<file path="config.mk">
export PLATFORM = sky130hd
export DESIGN_NAME = seg7_scan_mux
export DESIGN_NICKNAME = d
export VERILOG_FILES = /design/src/rtl/seg7_scan_mux.sv
export SDC_FILE = /design/constraint.sdc
export NUM_CORES = 1
export LEC_CHECK = 0
export ABC_AREA = 1
export CAP_MARGIN = 20
export CELL_PAD_IN_SITES_DETAIL_PLACEMENT = 1
export CELL_PAD_IN_SITES_GLOBAL_PLACEMENT = 1
export CORE_ASPECT_RATIO = 1.1
export CORE_UTILIZATION = 35
export CTS_CLUSTER_DIAMETER = 50
export DETAILED_ROUTE_END_ITERATION = 8
export PLACE_DENSITY = 0.71
export SETUP_SLACK_MARGIN = 0.2
export SLEW_MARGIN = 30
export SYNTH_ARGS = -nofsm -noshare
export SYNTH_HDL_FRONTEND = slang
export SYNTH_SLANG_ARGS = --single-unit
</file>
<file path="constraint.sdc">
create_clock -name clk -period 2.6 [get_ports clk]
set_input_delay 0.52 -clock clk [delete_from_list [all_inputs] [get_ports clk]]
set_output_delay 0.52 -clock clk [all_outputs]
set_load 0.01 [all_outputs]
</file>
<file path="src/rtl/seg7_scan_mux.sv">
// seg7_scan_mux: time-multiplexed 7-segment driver for the stopwatch display.
// Scans NUM_DIGITS BCD digits onto one shared active-low segment bus with
// one-hot active-low anodes. It snapshots the inputs once per frame, blanks a
// guard window at the start of each slot, blinks selected digits in adjust
// mode, suppresses leading zeros and drives the decimal points.
//
// Ports
//   clk        : system clock, rising edge
//   rst_n      : asynchronous active-low reset
//   digits     : BCD per digit, digit i = digits[4i+3:4i] (0 = rightmost)
//   dp_in      : decimal point request per digit
//   adj        : adjust mode, enables blinking
//   blink_mask : digits that blink while adj=1
//   lz_blank   : enable leading-zero suppression
//   seg        : segments {g,f,e,d,c,b,a}, active low, registered
//   dp         : decimal point, active low, registered
//   an         : anode select, active low, at most one low, registered
//   scan_idx   : digit index shown on an/seg this cycle, registered
module seg7_scan_mux #(
   parameter int unsigned NUM_DIGITS = 4,
   parameter int unsigned SCAN_DIV   = 65536,
   parameter int unsigned GUARD      = 64,
   parameter int unsigned BLINK_HALF = 2**24
) (
   input  logic                    clk,
   input  logic                    rst_n,
   input  logic [4*NUM_DIGITS-1:0] digits,
   input  logic [NUM_DIGITS-1:0]   dp_in,
   input  logic                    adj,
   input  logic [NUM_DIGITS-1:0]   blink_mask,
   input  logic                    lz_blank,
   output logic [6:0]              seg,
   output logic                    dp,
   output logic [NUM_DIGITS-1:0]   an,
   output logic [((NUM_DIGITS > 1) ? $clog2(NUM_DIGITS) : 1)-1:0] scan_idx
);

   localparam int unsigned IW = (NUM_DIGITS > 1) ? $clog2(NUM_DIGITS) : 1;
   localparam int unsigned PW = $clog2(SCAN_DIV);
   localparam int unsigned BW = (BLINK_HALF > 1) ? $clog2(BLINK_HALF) : 1;
   localparam int unsigned DW = 4 * NUM_DIGITS;

   // BCD to active-low {g,f,e,d,c,b,a}; non-decimal codes blank the digit
   function automatic logic [6:0] seg_lut(input logic [3:0] bcd);
      logic [6:0] s;
      case (bcd)
         4'd0:    s = 7'b1000000;
         4'd1:    s = 7'b1111001;
         4'd2:    s = 7'b0100100;
         4'd3:    s = 7'b0110000;
         4'd4:    s = 7'b0011001;
         4'd5:    s = 7'b0010010;
         4'd6:    s = 7'b0000010;
         4'd7:    s = 7'b1111000;
         4'd8:    s = 7'b0000000;
         4'd9:    s = 7'b0010000;
         default: s = 7'h7F;
      endcase
      return s;
   endfunction

   logic [PW-1:0]         p_q, p_d;
   logic [IW-1:0]         idx_q, idx_d;
   logic [DW-1:0]         snap_dig_q, snap_dig_d;
   logic [NUM_DIGITS-1:0] snap_dp_q, snap_dp_d;
   logic [BW-1:0]         cnt_q, cnt_d;
   logic                  phase_q, phase_d;
   logic                  adj_q;

   logic [6:0]            seg_q, seg_d;
   logic                  dp_q, dp_d;
   logic [NUM_DIGITS-1:0] an_q, an_d;
   logic [IW-1:0]         idx_out_q, idx_out_d;

   // State registers, including the registered outputs
   always_ff @(posedge clk or negedge rst_n) begin
      if (!rst_n) begin
         p_q        <= '0;
         idx_q      <= '0;
         snap_dig_q <= '0;
         snap_dp_q  <= '0;
         cnt_q      <= '0;
         phase_q    <= 1'b0;
         adj_q      <= 1'b0;
         seg_q      <= 7'h7F;
         dp_q       <= 1'b1;
         an_q       <= '1;
         idx_out_q  <= '0;
      end else begin
         p_q        <= p_d;
         idx_q      <= idx_d;
         snap_dig_q <= snap_dig_d;
         snap_dp_q  <= snap_dp_d;
         cnt_q      <= cnt_d;
         phase_q    <= phase_d;
         adj_q      <= adj;
         seg_q      <= seg_d;
         dp_q       <= dp_d;
         an_q       <= an_d;
         idx_out_q  <= idx_out_d;
      end
   end

   // Next state: slot prescaler, digit index, frame snapshot, blink timer
   always_comb begin
      p_d        = p_q + PW'(1);
      idx_d      = idx_q;
      snap_dig_d = snap_dig_q;
      snap_dp_d  = snap_dp_q;
      cnt_d      = cnt_q + BW'(1);
      phase_d    = phase_q;

      if (p_q == PW'(SCAN_DIV - 1)) begin
         p_d = '0;
         if (idx_q == IW'(NUM_DIGITS - 1)) begin
            idx_d      = '0;
            // Capture at the frame boundary so a frame never mixes two values
            snap_dig_d = digits;
            snap_dp_d  = dp_in;
         end else begin
            idx_d = idx_q + IW'(1);
         end
      end

      // Entering adjust mode always starts on the visible phase
      if (adj && !adj_q) begin
         cnt_d   = '0;
         phase_d = 1'b0;
      end else if (cnt_q == BW'(BLINK_HALF - 1)) begin
         cnt_d   = '0;
         phase_d = ~phase_q;
      end
   end

   // Output decode for the slot currently being scanned
   always_comb begin
      logic [3:0] cur_bcd;
      logic       cur_dp;
      logic       cur_blink;
      logic       upper_nz;
      logic       guard;
      logic       suppress;
      logic       blank;

      cur_bcd   = 4'd0;
      cur_dp    = 1'b0;
      cur_blink = 1'b0;
      upper_nz  = 1'b0;

      for (int i = 0; i < int'(NUM_DIGITS); i++) begin
         if (IW'(i) == idx_q) begin
            cur_bcd   = snap_dig_q[4*i +: 4];
            cur_dp    = snap_dp_q[i];
            cur_blink = blink_mask[i];
         end
         // Any non-zero code at or above this digit keeps it visible
         if ((IW'(i) >= idx_q) && (snap_dig_q[4*i +: 4] != 4'd0)) begin
            upper_nz = 1'b1;
         end
      end

      guard    = (32'(p_q) < GUARD);
      suppress = lz_blank && (idx_q != '0) && !upper_nz;
      blank    = guard || (adj && phase_q && cur_blink);

      an_d      = blank ? '1 : ~(NUM_DIGITS'(1) << idx_q);
      seg_d     = (blank || suppress) ? 7'h7F : seg_lut(cur_bcd);
      dp_d      = blank ? 1'b1 : ~cur_dp;
      idx_out_d = idx_q;
   end

   assign seg      = seg_q;
   assign dp       = dp_q;
   assign an       = an_q;
   assign scan_idx = idx_out_q;

endmodule
</file>
==> summary.md <==
| Metric | Value |
|---|---|
| Status | `complete, no violations` |
| HPWL after detailed placement | `7610 µm` |
| Number of diodes | `0` |
| Reg2reg setup slack | `0.39 ns` |
| Filler cells | `1,376` |
| Buffers on Ports | `41` |
| Final count of hold timing violations | `0` |
| R2r worst-path depth | `13` |
| Max-cap violations | `0` |
| RePlAce Congestion | `0.854` |
| DRC errors left | `0` |
| Total CTS buffers | `9` |
| Setup Buffers After CTS | `0` |
| Fin cells | `700` |
| Switching share of power | `22.9%` |
| Die W | `105 µm` |
| Clock Tree Root | `clkbuf_16` |
| CP arrival | `2.49 ns` |
| Synth area leader | `dfrtp_1` |
| CP max FO | `10` |
| Most numerous cell in the Yosys netlist | `nand2_1` |
| Crit path required time | `2.88 ns` |
| Final-report max-slew violation count | `0` |
| Gate power share | `5.5%` |
| Net Count, Synth | `538` |
| Synth Instances | `502` |
| Seq pwr share | `47.5%` |
| CP endpoint kind | `flip-flop` |
| H-tree Lvls | `3` |
| Post-synth top area share | `40.4%` |
| Setup Viol. Count Final | `0` |
| Clock network power share | `47.1%` |
| Synth cell types | `39` |
| Worst-Skew Late Latency | `0.34 ns` |
| Register bit total from synthesis | `78` |
| Area of the multi-input gates | `1810 µm²` |
| Number of I/O pins | `42` |
| Worst setup SP type | `flip-flop` |
| Seq/Total Area, Yosys | `48.1%` |
| RR Endpoint | `seg[3]` |
| Pwr Density | `538 nW/µm²` |
| Ys flop type | `dfrtp_1` |
| Post-synth top cells | `nand2_1, nor2_1, dfrtp_1, inv_1, nand3_1` |
| Initial antenna violation count | `0` |
| Share of cells above drive strength 1 | `10.2%` |
| Worst setup margin | `0.393 ns` |
| RSZ-0062 raised after global routing | `no` |
| Leak | `2.23 nW` |
| Post-place setup slack | `0.413 ns` |
| Layout Nets | `581` |
| DIE AREA | `12,100 µm²` |
| Post-cts sizing count | `0` |
| Internal power | `2.04 mW` |
| Max-slew headroom | `70.2%` |
| Post-synth EDFFs | `0` |
| Final min period | `2.21 ns` |
| FF/Latch Area | `1970 µm²` |
| Worst Hold Margin | `0.128 ns` |
| Fin crit share | `84.9%` |
| Vias per cell | `4.79` |
| Setup TNS | `0 ns` |
| Synth warnings | `0` |
| Pwr Total | `2.64 mW` |
| Avg Cell Area, Syn | `8.14 µm²` |
| Fmax | `0.453 GHz` |
| Ys async rst share | `100%` |
| Drt wl/cell | `14.7 µm` |
| Vias in the first global route | `3,537` |
| Routed WL | `10,300 µm` |
| CP Class | `reg -> reg` |
| DP Cell Count | `684` |
| DR vias | `3,351` |
| VDD IR-drop max | `0.000317 V` |
| Synthesized area | `4090 µm²` |
| Drt initial violations | `105` |
| RR Startpoint | `idx_out_d[0]` |
| Cell Rows | `41` |
| Largest net degree at the start of global routing | `50` |
| Initial Util | `35.7%` |
| CTS max path bufs | `2` |
| Hold Crit Class | `in -> async` |
| Total track usage | `18.5%` |
| Slew @ Worst Pin | `0.447 ns` |
| CTS tree | `built` |
| Dpl cell area | `4620 µm²` |
| Clock skew | `0.00672 ns` |
| Area contributors post-synth | `dfrtp_1, nand2_1, dfstp_2` |
| Post-route ant nets | `0` |
| CORE AREA | `11,400 µm²` |
| CTS sink cnt | `78` |
| GRT overflow | `0` |
| Final Cell Area | `4910 µm²` |
| First-pass GRT wire length | `17,400 µm` |
| P_sw | `604 µW` |
| Fin util | `42.9%` |
| Die height | `115 µm` |
| Drt pass-1 iters | `4` |
| Clock Pin Slew Worst Setup and Hold Paths | `0.06 ns` |
| Post-CTS Hold Buffers | `0` |
| P&R area growth vs syn | `20.1%` |
==> layer usage <==
| metal | global-route usage (%) | share of wire (%) | vias to the layer above |
|---|---|---|---|
| met2 | 33.6 | 51 | 39 |
| li1 | - | - | 1664 |
| met4 | 8.36 | 2.8 | 0 |
| met1 | 21.5 | 45 | 1630 |
| met3 | 3.34 | 1.6 | 18 |
| met5 | 0 | 0 | - |
==> worst max path at each step <==
stage / to / start
floorplan: seg[3] / idx_out_d[0]
global placement: seg[3] / idx_out_d[0]
detailed placement: seg[3] / idx_out_d[0]
CTS: seg[3] / idx_out_d[0]
global route: seg[3] / idx_out_d[0]
finish: seg[3] / idx_out_d[0]
==> cell type report <==
class	instances	area share [%]
inverter	52	3.97
clock inverter	7	1.32
tap	150	3.82
timing repair buffer	46	9.32
clock buffer	9	4.59
sequential	78	40.1
multi-input combinational	358	36.9
==> kinds of logic (layout without fill, tap and decap cells) <==
family / after synthesis / after routing / synth area share (%)
simple gates: 304 / 304 / 33.6
flops: 78 / 78 / 48.1
buf+inv: 66 / 114 / 7.53
compound gates: 26 / 26 / 3.98
xor+xnor: 20 / 20 / 4.29
fa+ha+maj: 8 / 8 / 2.45
==> worst max-delay path, cell delays in order, from the launching register on <==
cell      delay, ns
dfrtp_1        0.43
inv_1          0.14
ha_1           0.41
inv_2          0.09
nor2_1         0.10
nor2_1         0.07
a21boi_4       0.22
inv_1          0.08
ha_1           0.31
inv_1          0.07
nand2_1        0.05
nand2_1        0.07
nand2_1        0.05
nand2_1        0.06
==> power by group through the flow <==
stage / combinational, mW / sequential [mW] / clock [mW]
2_1_floorplan: 0.0593 / 1.27 / 0
3_3_place_gp: 0.141 / 1.27 / 0
3_5_place_dp: 0.149 / 1.28 / 0
4_1_cts: 0.150 / 1.26 / 1.27
5_1_grt: 0.167 / 1.26 / 1.32
6_report: 0.144 / 1.25 / 1.24
==> cells in the final DEF, fill, tap and decap left out, types with 11 or more instances in the layout <==
cell type	netlist	final
inv_1	48	48
nand3_1	44	44
a21oi_1	11	11
dfrtp_1	66	66
xor2_1	14	14
clkdlybuf4s50_1	0	40
nand2_1	144	144
dfstp_2	12	12
nor2_1	74	74
nand4_1	12	12
==> registers in the layout (all words and copies together), names as in the netlist <==
register and cells:
scan_idx 2, adj_q 1, cnt_q 24, phase_q 1, an 4, dp 1
p_q 16, idx_out_d 2, snap_dp_q 4, seg 7, snap_dig_q 16
(Power assumes the default switching activity.)
